$ cat config.mk
export PLATFORM = sky130hd
export DESIGN_NAME = wb_commit_unit
export DESIGN_NICKNAME = d
export VERILOG_FILES = /design/src/rtl/wb_commit_unit.sv
export SDC_FILE = /design/constraint.sdc
export NUM_CORES = 1
export LEC_CHECK = 0
export CAP_MARGIN = 20
export CORE_MARGIN = 5
export CORE_UTILIZATION = 40
export CTS_CLUSTER_SIZE = 12
export DETAILED_ROUTE_END_ITERATION = 8
export PLACE_DENSITY_LB_ADDON = 0.25
export RECOVER_POWER = 50
export SKIP_CTS_REPAIR_TIMING = 1
export SYNTH_ARGS = -nofsm -noshare
export SYNTH_HDL_FRONTEND = slang
export SYNTH_SLANG_ARGS = --single-unit
$ cat constraint.sdc
create_clock -name clk -period 3.8 [get_ports clk]
set_input_delay 0.38 -clock clk [delete_from_list [all_inputs] [get_ports clk]]
set_output_delay 0.38 -clock clk [all_outputs]
set_load 0.1 [all_outputs]
$ cat src/rtl/wb_commit_unit.sv
// Write-back/commit stage: picks the result source, aligns/extends load data, and waits out late memory responses.
// Optional retire counter is enabled with the WB_RETIRE_CNT_EN macro.
module wb_commit_unit #(
    parameter int  XLEN       = 32,
    parameter int  REG_ADDR_W = 5,
    localparam int OFF_W      = $clog2(XLEN / 8)
) (
    input  logic                  clk,
    input  logic                  rst_n,
    input  logic                  in_valid,
    output logic                  in_ready,
    input  logic                  in_reg_write,
    input  logic [REG_ADDR_W-1:0] in_rd,
    input  logic [1:0]            in_wb_sel,
    input  logic [2:0]            in_load_type,
    input  logic [OFF_W-1:0]      in_addr_lo,
    input  logic [XLEN-1:0]       in_alu_result,
    input  logic [XLEN-1:0]       in_pc_plus4,
    input  logic [XLEN-1:0]       in_csr_data,
    input  logic                  mem_rsp_valid,
    input  logic [XLEN-1:0]       mem_rsp_data,
    output logic                  rf_we,
    output logic [REG_ADDR_W-1:0] rf_waddr,
    output logic [XLEN-1:0]       rf_wdata,
    output logic                  load_fault,
    output logic                  busy
`ifdef WB_RETIRE_CNT_EN
    ,
    output logic [63:0]           retire_count
`endif
);

    typedef enum logic [0:0] {
        S_IDLE     = 1'b0,
        S_WAIT_MEM = 1'b1
    } state_t;

    state_t                  state_q, state_d;
    logic                    cap_rw_q, cap_rw_d;
    logic [REG_ADDR_W-1:0]   cap_rd_q, cap_rd_d;
    logic [2:0]              cap_type_q, cap_type_d;
    logic [OFF_W-1:0]        cap_off_q, cap_off_d;

    logic                    accept_s, commit_s, pending_s, is_load_s, fault_s;
    logic                    c_rw_s;
    logic [REG_ADDR_W-1:0]   c_rd_s;
    logic [2:0]              c_type_s;
    logic [OFF_W-1:0]        c_off_s;
    logic [XLEN-1:0]         result_s;

    logic                    rf_we_q, load_fault_q;
    logic [REG_ADDR_W-1:0]   rf_waddr_q;
    logic [XLEN-1:0]         rf_wdata_q;

    function automatic logic [XLEN-1:0] load_extract(input logic [XLEN-1:0] word,
                                                     input logic [2:0] ltype,
                                                     input logic [OFF_W-1:0] off);
        logic [XLEN-1:0] sh;
        logic [XLEN-1:0] res;
        sh = word >> {off, 3'b000};
        case (ltype)
            3'b000:  res = XLEN'($signed(sh[7:0]));
            3'b001:  res = XLEN'($signed(sh[15:0]));
            3'b010:  res = XLEN'($signed(sh[31:0]));
            3'b011:  res = sh;
            3'b100:  res = XLEN'(sh[7:0]);
            3'b101:  res = XLEN'(sh[15:0]);
            3'b110:  res = XLEN'(sh[31:0]);
            default: res = '0;
        endcase
        load_extract = res;
    endfunction

    // Doubleword and unsigned-word loads only exist on a 64-bit datapath.
    function automatic logic load_bad(input logic [2:0] ltype, input logic [OFF_W-1:0] off);
        logic bad;
        case (ltype)
            3'b000, 3'b100: bad = 1'b0;
            3'b001, 3'b101: bad = off[0];
            3'b010:         bad = (off[1:0] != 2'b00);
            3'b110:         bad = (XLEN == 32) || (off[1:0] != 2'b00);
            3'b011:         bad = (XLEN == 32) || (off != '0);
            default:        bad = 1'b1;
        endcase
        load_bad = bad;
    endfunction

    assign accept_s  = in_valid && (state_q == S_IDLE);
    assign pending_s = (state_q == S_WAIT_MEM);
    assign in_ready  = (state_q == S_IDLE);
    assign busy      = pending_s;

    // Next-state logic: decides when an entry commits and when a load must wait.
    always_comb begin
        state_d    = state_q;
        cap_rw_d   = cap_rw_q;
        cap_rd_d   = cap_rd_q;
        cap_type_d = cap_type_q;
        cap_off_d  = cap_off_q;
        commit_s   = 1'b0;
        case (state_q)
            S_IDLE: begin
                if (accept_s) begin
                    if ((in_wb_sel != 2'b01) || mem_rsp_valid) begin
                        commit_s = 1'b1;
                    end else begin
                        cap_rw_d   = in_reg_write;
                        cap_rd_d   = in_rd;
                        cap_type_d = in_load_type;
                        cap_off_d  = in_addr_lo;
                        state_d    = S_WAIT_MEM;
                    end
                end else begin
                    commit_s = 1'b0;
                end
            end
            S_WAIT_MEM: begin
                if (mem_rsp_valid) begin
                    commit_s = 1'b1;
                    state_d  = S_IDLE;
                end else begin
                    state_d = S_WAIT_MEM;
                end
            end
            default: state_d = S_IDLE;
        endcase
    end

    // Commit fields come from the capture registers when finishing a deferred load.
    always_comb begin
        c_rw_s    = pending_s ? cap_rw_q   : in_reg_write;
        c_rd_s    = pending_s ? cap_rd_q   : in_rd;
        c_type_s  = pending_s ? cap_type_q : in_load_type;
        c_off_s   = pending_s ? cap_off_q  : in_addr_lo;
        is_load_s = pending_s || (in_wb_sel == 2'b01);
        fault_s   = is_load_s && load_bad(c_type_s, c_off_s);
        if (is_load_s) begin
            result_s = load_extract(mem_rsp_data, c_type_s, c_off_s);
        end else begin
            case (in_wb_sel)
                2'b00:   result_s = in_alu_result;
                2'b10:   result_s = in_pc_plus4;
                2'b11:   result_s = in_csr_data;
                default: result_s = '0;
            endcase
        end
    end

    // State and deferred-load capture registers.
    always_ff @(posedge clk or negedge rst_n) begin
        if (!rst_n) begin
            state_q    <= S_IDLE;
            cap_rw_q   <= 1'b0;
            cap_rd_q   <= '0;
            cap_type_q <= 3'b000;
            cap_off_q  <= '0;
        end else begin
            state_q    <= state_d;
            cap_rw_q   <= cap_rw_d;
            cap_rd_q   <= cap_rd_d;
            cap_type_q <= cap_type_d;
            cap_off_q  <= cap_off_d;
        end
    end

    // Registered write port; also the last forwarding source for earlier stages.
    always_ff @(posedge clk or negedge rst_n) begin
        if (!rst_n) begin
            rf_we_q      <= 1'b0;
            load_fault_q <= 1'b0;
            rf_waddr_q   <= '0;
            rf_wdata_q   <= '0;
        end else begin
            rf_we_q      <= commit_s && c_rw_s && (c_rd_s != '0) && !fault_s;
            load_fault_q <= commit_s && fault_s;
            if (commit_s) begin
                rf_waddr_q <= c_rd_s;
                rf_wdata_q <= result_s;
            end
        end
    end

    assign rf_we      = rf_we_q;
    assign load_fault = load_fault_q;
    assign rf_waddr   = rf_waddr_q;
    assign rf_wdata   = rf_wdata_q;

`ifdef WB_RETIRE_CNT_EN
    logic [63:0] retire_q;

    // Every commit retires, including faulted and discarded writes.
    always_ff @(posedge clk or negedge rst_n) begin
        if (!rst_n) begin
            retire_q <= 64'd0;
        end else if (commit_s) begin
            retire_q <= retire_q + 64'd1;
        end
    end

    assign retire_count = retire_q;
`endif

endmodule

==> Yosys cells after proc, flatten, opt, wreduce, memory -nomap -nowiden <==
Index checks and enable logic that the tools add are counted.
{ "word_totals": {"ff_bits": 51, "output_inout_bits": 41} }
{ "op_classes": {"reduce_logical": 17, "mux": 16, "bitwise_logic": 2, "n_eq_ne": 10, "n_shift": 1} }
{ "ops": {"columns": ["operator", "n"], "rows": [
  ["case mux 32 bit (5 select lines)", 1],
  ["case mux 32 bit (3 select lines)", 1],
  ["2-to-1 mux 32 bit", 1],
  [">> shifter 32 x 5 -> 32 bit", 1],
  ["== test 3 bit (second input constant)", 3],
  ["2-to-1 mux 1 bit", 7],
  ["== test 3 x 2 -> 1 bit (second input constant)", 2],
  ["logical AND 1 bit", 6],
  ["2-to-1 mux 5 bit", 1],
  ["nonzero test 5 bit", 1],
  ["== test 2 bit (second input constant)", 2],
  ["case mux 1 bit (2 select lines)", 2],
  ["OR reduction 2 bit", 2],
  ["== test 3 x 1 -> 1 bit (second input constant)", 1],
  ["zero test 3 bit", 1],
  ["2-to-1 mux 3 bit", 1],
  ["case mux 1 bit (3 select lines)", 1],
  ["AND reduction 3 bit", 1],
  ["OR reduction 3 bit", 1],
  ["== test 2 x 1 -> 1 bit (second input constant)", 1],
  ["zero test 2 bit", 1],
  ["logical OR 1 bit", 2],
  ["2-to-1 mux 2 bit", 1],
  ["inequality test 2 x 1 -> 1 bit (second input constant)", 1],
  ["other kinds (3)", 4]
]} }

==> Depth between registers and ports, before layout <==
Gate-level depths: netlist of run 1.
{ "depth": {"word_depth": 8, "ltp_mapped": 8} }

==> Worst setup path after synthesis of run 1 <==
No wires, ideal clock.
{ "synth_path": {"path_type": "register to register", "startpoint": "register state_q, in the netlist busy", "endpoint": "register rf_we_q, in the netlist rf_we", "synth_period_minus_slack_ps": 2813, "setup_slack_ps": 987, "setup_ps": 94, "required_time_ps": 3706, "arrival_time_ps": 2719, "stages_incl_launch_ff": 7, "cell_sequence": "dfrtp_1 buf_6 buf_2 inv_1 clkbuf_1 o211ai_1 a211oi_1"} }
{ "synth_between": {"elab_chain_len": 7, "word_cells_on_any_way": 24} }
{ "synth_lines": {"columns": ["element", "line_no", "text"], "rows": [
  ["start, declared", "38", "state_t state_q, state_d;"],
  ["start signal, assigned", "158", "state_q <= state_d;"],
  ["inverter 1 bit (no line) *", null, null],
  ["net in_ready", "11", "output logic in_ready,"],
  ["logical AND 1 bit", "88", "assign accept_s = in_valid && (state_q == S_IDLE);"],
  ["2-to-1 mux 1 bit", "103", "if (accept_s) begin"],
  ["case mux 1 bit (2 select lines) *", "101", "case (state_q)"],
  ["logical AND 1 bit * (3 in a row)", "174", "rf_we_q <= commit_s && c_rw_s && (c_rd_s != '0) && !fault_s;"],
  ["end signal, assigned", "174", null],
  ["end, declared", "51", "logic rf_we_q, load_fault_q;"]
]} }
Mark *: on every way through the listed nets, which the timed path passes. The rest lies on a longest branch.
A chain may end at the register's enable or synchronous reset.

==> Worst setup path in the final report of run 1 <==
{ "layout_path": {"startpoint": "register state_q, in the netlist busy", "endpoint": "register rf_wdata_q[19], in the netlist rf_wdata[19]"} }
{ "layout_between": {"elab_chain_len": 5, "word_cells_on_any_way": 18} }
{ "layout_lines": {"columns": ["element", "line_no", "text"], "rows": [
  ["parallel branches: the longest is 5 deep, another holds >> shifter 32 x 5 -> 32 bit", null, null],
  ["end signal, assigned", "178", "rf_wdata_q <= result_s;"],
  ["end, declared", "53", "logic [XLEN-1:0] rf_wdata_q;"]
]} }
Parallel ways; which one is timed is not known.

==> results of run 1 <==
-- routing by layer --
metal  up-vias  global-route usage [%]
met3        18                   5.402
met2       209                   40.19
met5         -                       0
met4         0                   5.610
li1       1991                       -
met1      2036                   30.04
-- flip-flops by register name, summed over array words and instances, names as in the netlist --
name / count
rf_wdata: 32
cap_rd_q: 5
rf_waddr: 5
cap_type_q: 3
cap_off_q: 2
busy: 1
cap_rw_q: 1
load_fault: 1
rf_we: 1
-- report_power, final --
part           switching (W)  internal (W)  leakage (nW)
registers          0.0000858      0.000645         0.625
logic               0.000910      0.000447          1.66
clock network       0.000198      0.000217        0.0618
-- cells by family after synthesis --
logic type	Yosys count	synth area share (%)
flops	51	32.20
simple gates	120	12.88
buf+inv	44	5.019
compound gates	153	27.40
mux	73	22.51
-- how the worst min path moves through the flow --
| stage | startpoint | endpoint | slack [ns] | depth (start not counted) |
|---|---|---|---|---|
| after floorplan | rst_n | busy$_DFF_PN0_ | 0.08 | 0 |
| after global placement | rf_wdata[4]$_DFFE_PN0P_ | rf_wdata[4]$_DFFE_PN0P_ | 0.46 | 2 |
| after detailed placement | rf_wdata[0]$_DFFE_PN0P_ | rf_wdata[0]$_DFFE_PN0P_ | 0.47 | 2 |
| after CTS | rst_n | cap_type_q[1]$_DFFE_PN0P_ | 0.20 | 2 |
| after global routing | rst_n | rf_we$_DFF_PN0_ | 0.24 | 2 |
| final | rst_n | rf_we$_DFF_PN0_ | 0.17 | 2 |
-- through the flow --
stage          total power, W  hold WS [ns]  instances
2_1_floorplan        0.001659       0.08441        441
3_3_place_gp         0.002085        0.4617        729
3_5_place_dp         0.002111        0.4699        729
4_1_cts              0.002522        0.1975        737
5_1_grt              0.002608        0.2368        737
6_report             0.002503        0.1736        737
-- cell usage after synthesis (all sizes together), types with 9 or more instances --
library cell	n
a211oi	24
a21oi	36
a22oi	24
buf	18
clkbuf	23
dfrtp	51
mux2	49
mux2i	17
nand2	20
nor2	74
nor3	9
o21ai	16
o22a	10
o22ai	18
-- final cells by class --
cell class              instances  area (um2)
clock inverters                 2       38.79
multi-input cells             346        2505
inverters                       3       11.26
flip-flops and latches         51        1277
clock buffers                   6       82.58
repair buffers                196        1922
well taps                     133       166.4
fillers                       834        3726
==> results.py, run 1 <==
metrics = {
    "routing": {
        "dr.first_iter.drc_count": 263,
        "drc": 0,
        "num_vias": 4254,
        "dr_wl_met3_um": 1322,
        "drtPass1Iterations": 5,
        "via_per_inst": 5.772,
        "drt_wl_total_um": 14540,
        "wl_met2_um": 7086,
        "drt-met1-wl_um": 5877,
        "antenna_left": 0,
        "highest-signal-layer": "met4",
        "wire_per_inst_um": 19.72,
    },
    "cells_and_area": {
        "nets": 748,
        "post-route-util_pct": 61.70,
        "final_common_cell": "clkdlybuf4s50_1",
        "n_antenna_cell": 0,
        "synthToLayoutAreaGrowth_pct": 51.45,
        "final_cell_mix": "clkdlybuf4s50_1, nor2_1, dfrtp_1",
        "stdcell_area_um2": 6003,
        "drive_gt1_share_pct": 14.57,
    },
    "worst_setup_path": {
        "path_depth": 5,
        "cpMaxStageDelayCell": "dfrtp_2",
        "r2r_cells": 5,
        "critical_path_buf_inv_count": 0,
        "cp.arrival_ns": 2.97,
        "crit_fanout": 33,
        "end_kind": "register",
        "critPathLaunch": "busy$_DFF_PN0_",
        "timing.rr.end": "rf_wdata[19]$_DFFE_PN0P_",
        "cp_cell_sequence": "mux2i_4 > mux2i_1 > o32ai_4 > a21oi_4 > a211oi_1",
        "r2r_start": "busy$_DFF_PN0_",
        "critPathLaunchType": "register",
        "crit_type": "reg -> reg",
        "crit_end": "rf_wdata[19]$_DFFE_PN0P_",
        "crit_family": "multiplexers",
        "worst_ep_required_time_ns": 3.96,
        "slowest_delay_ns": 0.83,
        "regToRegSetupSlack_ns": 0.99,
    },
    "global_route": {
        "overflow": 0,
        "grt_pass1_wl_um": 22150,
        "antenna_found_initial": 0,
        "grt_pass1_vias": 4190,
        "grt_max_degree": 52,
        "grt_usage_pct": 23.48,
    },
    "worst_hold_path": {
        "hold_class": "in -> async",
    },
    "clock_tree": {
        "cts_tree": "done",
        "clkLatencyLatePin_ns": 0.31,
        "clkSlewWorstSetupHoldPaths_ns": 0.10,
        "cts.path.max_buffers": 2,
        "cts_num_sinks": 51,
        "cts_max_level": 2,
        "numCtsBuffers": 5,
        "root_buffer": "clkbuf_8",
    },
    "timing": {
        "slew-limit-headroom_pct": 30.85,
        "period_share_pct": 74.04,
        "hold_viol": 0,
        "drv_slew": 0,
        "fin_tns_setup_ns": 0,
        "max_slew.worst_pin.slew_ns": 1.034,
        "setup_ws_ns": 0.9865,
        "finClkSkew_ns": 0.006310,
        "max_freq_mhz": 355.4,
        "finalSetupViolCount": 0,
        "rsz0062_at_grt": "no",
        "fin_crit_ns": 2.813,
    },
    "power_and_ir_drop": {
        "power.leakage_nw": 2.347,
        "vdd_drop_max_mv": 0.2900,
        "p_per_area_nw_per_um2": 416.9,
    },
    "placed_design": {
        "placed_cell_area_um2": 5882,
        "place_congestion": 0.9018,
        "place_ws_ns": 0.8290,
        "portBuffers": 185,
        "dpl.hpwl_um": 11390,
    },
    "synthesis": {
        "synthTopCellsByArea": "dfrtp_1, mux2_2, nor2_1",
        "syn-instance-count": 441,
        "yosysWarnings": 0,
        "yosysSeqAreaShare_pct": 32.20,
        "synthFlopType": "dfrtp_1",
        "yosysTopAreaCell": "dfrtp_1",
        "synth.top_cell.area_share_pct": 32.20,
        "synthArstFlopShare_pct": 100.0,
        "syn-num-nets": 586,
        "synth-seq-cells": 51,
        "syn_avg_cell_area_um2": 8.988,
        "syn_area_um2": 3964,
        "ys_types": 44,
        "synth-edff-count": 0,
    },
    "die": {
        "die_w_um": 109.5,
        "num_rows": 36,
        "start_util_pct": 40.74,
        "io_pins": 186,
        "dieArea_um2": 12000,
        "die_h_um": 109.5,
        "core_region_area_um2": 9729,
    },
    "status": {
        "status": "complete, no violations",
    },
    "flow_run": {
        "maxCapViolCount": 0,
    },
}
(Power assumes the default switching activity.)
==> run 2, diff against run 1 <==
==> constraint.sdc (replaced) <==
create_clock -name clk -period 2.7 [get_ports clk]
set_input_delay 0.27 -clock clk [delete_from_list [all_inputs] [get_ports clk]]
set_output_delay 0.27 -clock clk [all_outputs]
set_load 0.1 [all_outputs]
==> results.py, run 2 (same netlist as run 1, synthesis figures left out) <==
metrics = {
    "timing": {
        "drv_slew": 0,
        "fin_crit_ns": 2.297,
        "hold_viol": 0,
        "max_slew.worst_pin.slew_ns": 1.223,
        "slew-limit-headroom_pct": 18.83,
        "finClkSkew_ns": 0.01485,
        "fin_tns_setup_ns": 0,
        "holdWs_ns": 0.4860,
        "period_share_pct": 85.06,
        "rsz0062_at_grt": "no",
        "max_freq_mhz": 435.4,
        "finalSetupViolCount": 0,
    },
    "clock_tree": {
        "cts_max_level": 2,
        "clkSlewWorstSetupHoldPaths_ns": 0.09,
        "cts_num_sinks": 51,
        "numCtsBuffers": 5,
        "root_buffer": "clkbuf_8",
        "cts.path.max_buffers": 2,
        "cts_tree": "done",
        "clkLatencyLatePin_ns": 0.31,
    },
    "power_and_ir_drop": {
        "p_per_area_nw_per_um2": 574.9,
        "vdd_drop_max_mv": 0.2680,
        "power.leakage_nw": 2.267,
    },
    "cells_and_area": {
        "synthToLayoutAreaGrowth_pct": 47.44,
        "nets": 758,
        "largest_register_ffs": 32,
        "drive_gt1_share_pct": 15.66,
        "final_common_cell": "clkdlybuf4s50_1",
        "final_cell_mix": "clkdlybuf4s50_1, nor2_1, dfrtp_1",
        "n_antenna_cell": 0,
    },
    "routing": {
        "via_per_inst": 5.736,
        "wl_met2_um": 6860,
        "highest-signal-layer": "met4",
        "dr_wl_met3_um": 1298,
        "drtPass1Iterations": 5,
        "antenna_left": 0,
        "drt_wl_total_um": 14120,
        "num_vias": 4279,
        "drc": 0,
        "wire_per_inst_um": 18.93,
        "drt-met1-wl_um": 5671,
        "dr.first_iter.drc_count": 385,
    },
    "placed_design": {
        "portBuffers": 185,
        "place_congestion": 0.9211,
        "dpl.hpwl_um": 11110,
    },
    "worst_hold_path": {
        "hold_class": "reg -> reg",
    },
    "die": {
        "io_pins": 186,
        "dieArea_um2": 12000,
        "num_rows": 36,
        "start_util_pct": 40.74,
        "die_h_um": 109.5,
        "core_region_area_um2": 9729,
        "die_w_um": 109.5,
    },
    "global_route": {
        "grt_max_degree": 58,
        "overflow": 0,
        "grt_pass1_wl_um": 22170,
        "grt_pass1_vias": 4356,
        "grt_usage_pct": 23.22,
        "antenna_found_initial": 0,
    },
    "worst_setup_path": {
        "cp.arrival_ns": 2.46,
        "crit_type": "reg -> reg",
        "end_kind": "register",
        "crit_fanout": 17,
        "critPathLaunchType": "register",
        "worst_ep_required_time_ns": 2.86,
    },
    "flow_run": {
        "maxCapViolCount": 0,
    },
    "status": {
        "status": "complete, no violations",
    },
}
==> run 2: path summary, 6_finish.rpt <==
kind | startpoint | end | slack (ns) | cells after the start
worst max register to register | busy$_DFF_PN0_ | rf_wdata[21]$_DFFE_PN0P_ | 0.40 | 5
worst min-delay path | rf_waddr[1]$_DFFE_PN0P_ | rf_waddr[1]$_DFFE_PN0P_ | 0.49 | 2
worst max-delay path | busy$_DFF_PN0_ | rf_wdata[21]$_DFFE_PN0P_ | 0.40 | 5
min in group asynchronous | rst_n | rf_wdata[14]$_DFFE_PN0P_ | 0.70 | 2
worst min register to register | rf_waddr[1]$_DFFE_PN0P_ | rf_waddr[1]$_DFFE_PN0P_ | 0.49 | 2
max in group asynchronous | rst_n | cap_off_q[0]$_DFFE_PN0P_ | 0.62 | 3
==> run 2: layer usage <==
layer,vias to the layer above,global-route usage (%)
met2,201,39.89
met4,0,6.411
met3,21,5.755
li1,2010,-
met5,-,0
met1,2047,28.96
==> run 2: final cells by class <==
type | instances | area (um2)
Tap cell | 133 | 166.4
Timing Repair Buffer | 206 | 1778
Clock inverter | 2 | 37.54
Fill cell | 903 | 3885
Clock buffer | 5 | 68.82
Sequential cell | 51 | 1277
Multi-Input combinational cell | 346 | 2505
Inverter | 3 | 11.26
==> run 2: metrics by stage <==
stage / area [um2] / setup slack, ns / power [W] / cells / util, %
2_1_floorplan: 3965 / 0.05328 / 0.002335 / 441 / -
3_3_place_gp: 5867 / -0.1119 / 0.002910 / 737 / 60.30
3_5_place_dp: 5867 / -0.2191 / 0.002937 / 737 / 60.30
4_1_cts: 5973 / 0.03366 / 0.003469 / 744 / 61.39
5_1_grt: 5844 / 0.2197 / 0.003523 / 746 / 60.07
6_report: 5844 / 0.4033 / 0.003360 / 746 / 60.07
==> run 2: where the power goes <==
| group | internal [W] | total [W] | switching, W |
|---|---|---|---|
| Sequential | 0.000907 | 0.00102 | 0.000109 |
| Combinational | 0.000528 | 0.00181 | 0.00128 |
| Clock | 0.000271 | 0.000534 | 0.000263 |
==> run 2: critical path: stages (launching register included) <==
cell	delay [ns]
dfrtp_2	0.57
mux2i_4	0.32
mux2i_1	0.42
o32ai_4	0.23
a21oi_4	0.47
a211oi_1	0.15
==> run 3, diff against run 2 <==
--- a/config.mk
+++ b/config.mk
@@ -12,6 +12,7 @@
 export DETAILED_ROUTE_END_ITERATION = 8
 export PLACE_DENSITY_LB_ADDON = 0.25
 export RECOVER_POWER = 50
+export REMOVE_ABC_BUFFERS = 1
 export SKIP_CTS_REPAIR_TIMING = 1
 export SYNTH_ARGS = -nofsm -noshare
 export SYNTH_HDL_FRONTEND = slang
==> results.py, run 3 (same netlist as run 1, synthesis figures left out) <==
metrics = {
    "cells_and_area": {
        "stdcell_area_um2": 5898,
        "largest_register_ffs": 32,
        "fillers": 879,
        "nets": 756,
        "ff_latch_area_um2": 1277,
        "drive_gt1_share_pct": 18.95,
        "final_common_cell": "clkdlybuf4s50_1",
        "final_cell_mix": "clkdlybuf4s50_1, nor2_1, dfrtp_1",
        "multi_input_area_um2": 2505,
        "n_antenna_cell": 0,
        "post-route-util_pct": 60.62,
        "synthToLayoutAreaGrowth_pct": 48.80,
    },
    "power_and_ir_drop": {
        "pwr-share-comb_pct": 53.8,
        "p_sw_w": 0.001686,
        "p_seq_share_pct": 29.6,
        "power.leakage_nw": 2.336,
        "p_int_w": 0.001762,
        "swShare_pct": 48.90,
        "totalPowerFinal_w": 0.003448,
        "clkPwrFrac_pct": 16.6,
        "p_per_area_nw_per_um2": 584.7,
        "vdd_drop_max_mv": 0.3138,
    },
    "flow_run": {
        "maxCapViolCount": 1,
    },
    "routing": {
        "drtPass1Iterations": 5,
        "antenna_left": 0,
        "drt_wl_total_um": 14240,
        "via_per_inst": 5.690,
        "wire_per_inst_um": 19.11,
        "num_vias": 4239,
        "drc": 0,
        "dr.first_iter.drc_count": 292,
    },
    "clock_tree": {
        "clkLatencyLatePin_ns": 0.33,
        "cts_tree": "done",
        "cts_num_sinks": 51,
        "cts_max_level": 2,
        "cts.path.max_buffers": 2,
        "clkSlewWorstSetupHoldPaths_ns": 0.11,
        "numCtsBuffers": 5,
        "root_buffer": "clkbuf_8",
    },
    "timing": {
        "setup_ws_ns": 0.4010,
        "max_freq_mhz": 435.0,
        "drv_slew": 29,
        "slew-limit-headroom_pct": -20.15,
        "max_slew.worst_pin.slew_ns": 1.802,
        "finClkSkew_ns": 0.009575,
        "rsz0062_at_grt": "no",
        "period_share_pct": 85.15,
        "fin_crit_ns": 2.299,
        "finalSetupViolCount": 0,
        "fin_tns_setup_ns": 0,
        "hold_viol": 0,
    },
    "die": {
        "dieArea_um2": 12000,
        "die_w_um": 109.5,
        "io_pins": 186,
        "start_util_pct": 40.74,
        "num_rows": 36,
        "core_region_area_um2": 9729,
        "die_h_um": 109.5,
    },
    "worst_setup_path": {
        "crit_fanout": 28,
        "cp.arrival_ns": 2.53,
        "r2r_cells": 6,
        "r2r_start": "busy$_DFF_PN0_",
        "crit_type": "reg -> reg",
        "timing.rr.end": "rf_wdata[16]$_DFFE_PN0P_",
        "regToRegSetupSlack_ns": 0.40,
        "end_kind": "register",
        "worst_ep_required_time_ns": 2.93,
        "critPathLaunchType": "register",
    },
    "placed_design": {
        "placed_cell_area_um2": 5854,
        "portBuffers": 185,
        "place_congestion": 0.8747,
        "dpl.hpwl_um": 11070,
        "place_ws_ns": 0.2543,
    },
    "global_route": {
        "grt_usage_pct": 22.86,
        "grt_pass1_vias": 4245,
        "overflow": 0,
        "antenna_found_initial": 0,
        "grt_pass1_wl_um": 21630,
        "grt_max_degree": 34,
    },
    "worst_hold_path": {
        "hold_class": "in -> async",
    },
    "status": {
        "violations": "max-capacitance violations, max-slew violations",
        "status": "complete, but fails checks",
    },
}
==> run 3: critical path: stages (launching register included) <==
cell and delay (ns):
dfrtp_2 0.48, buf_4 0.35, nor4b_1 0.42, nor2_1 0.14, o32ai_4 0.35, a21oi_4 0.16
a211oi_1 0.30
==> run 3: layout make-up <==
type,count,share of cell area [%]
clock inverters,3,0.8061
inverters,3,0.1909
repair buffers,204,30.89
well taps,133,2.821
clock buffers,5,1.167
flip-flops and latches,51,21.66
multi-input cells,346,42.47
==> run 3: per-stage QoR <==
| stage | instances | hold WS (ns) |
|---|---|---|
| after floorplan | 400 | -0.02559 |
| after global placement | 737 | 0.3667 |
| after detailed placement | 737 | 0.3777 |
| after CTS | 745 | 0.02257 |
| after global routing | 745 | 0.5157 |
| final | 745 | 0.4086 |
==> run 3: how the worst max path moves through the flow <==
stage | start | to | slack, ns
detailed placement | in_load_type[0] | rf_wdata[16]$_DFFE_PN0P_ | 0.25
floorplan | busy$_DFF_PN0_ | rf_wdata[22]$_DFFE_PN0P_ | -2.05
CTS | busy$_DFF_PN0_ | rf_wdata[16]$_DFFE_PN0P_ | 0.41
finish | busy$_DFF_PN0_ | rf_wdata[16]$_DFFE_PN0P_ | 0.40
global route | busy$_DFF_PN0_ | rf_wdata[16]$_DFFE_PN0P_ | 0.23
global placement | in_load_type[0] | rf_wdata[19]$_DFFE_PN0P_ | 0.41
==> run 3: power by group through the flow <==
| stage | Sequential (W) | Combinational (W) | Clock [W] |
|---|---|---|---|
| detailed placement | 0.00103 | 0.00190 | 0 |
| global route | 0.00104 | 0.00195 | 0.000606 |
| global placement | 0.00103 | 0.00188 | 0 |
| finish | 0.00102 | 0.00186 | 0.000571 |
| CTS | 0.00102 | 0.00191 | 0.000580 |
| floorplan | 0.00182 | 0.000481 | 0 |
==> run 3: metal layers <==
layer	GRT usage [%]	part of all wire, %	up-vias
met5	0	0	-
met4	6.411	1.8	0
met3	4.228	8.0	23
met2	39.01	49	194
met1	29.59	41	2019
li1	-	-	2003
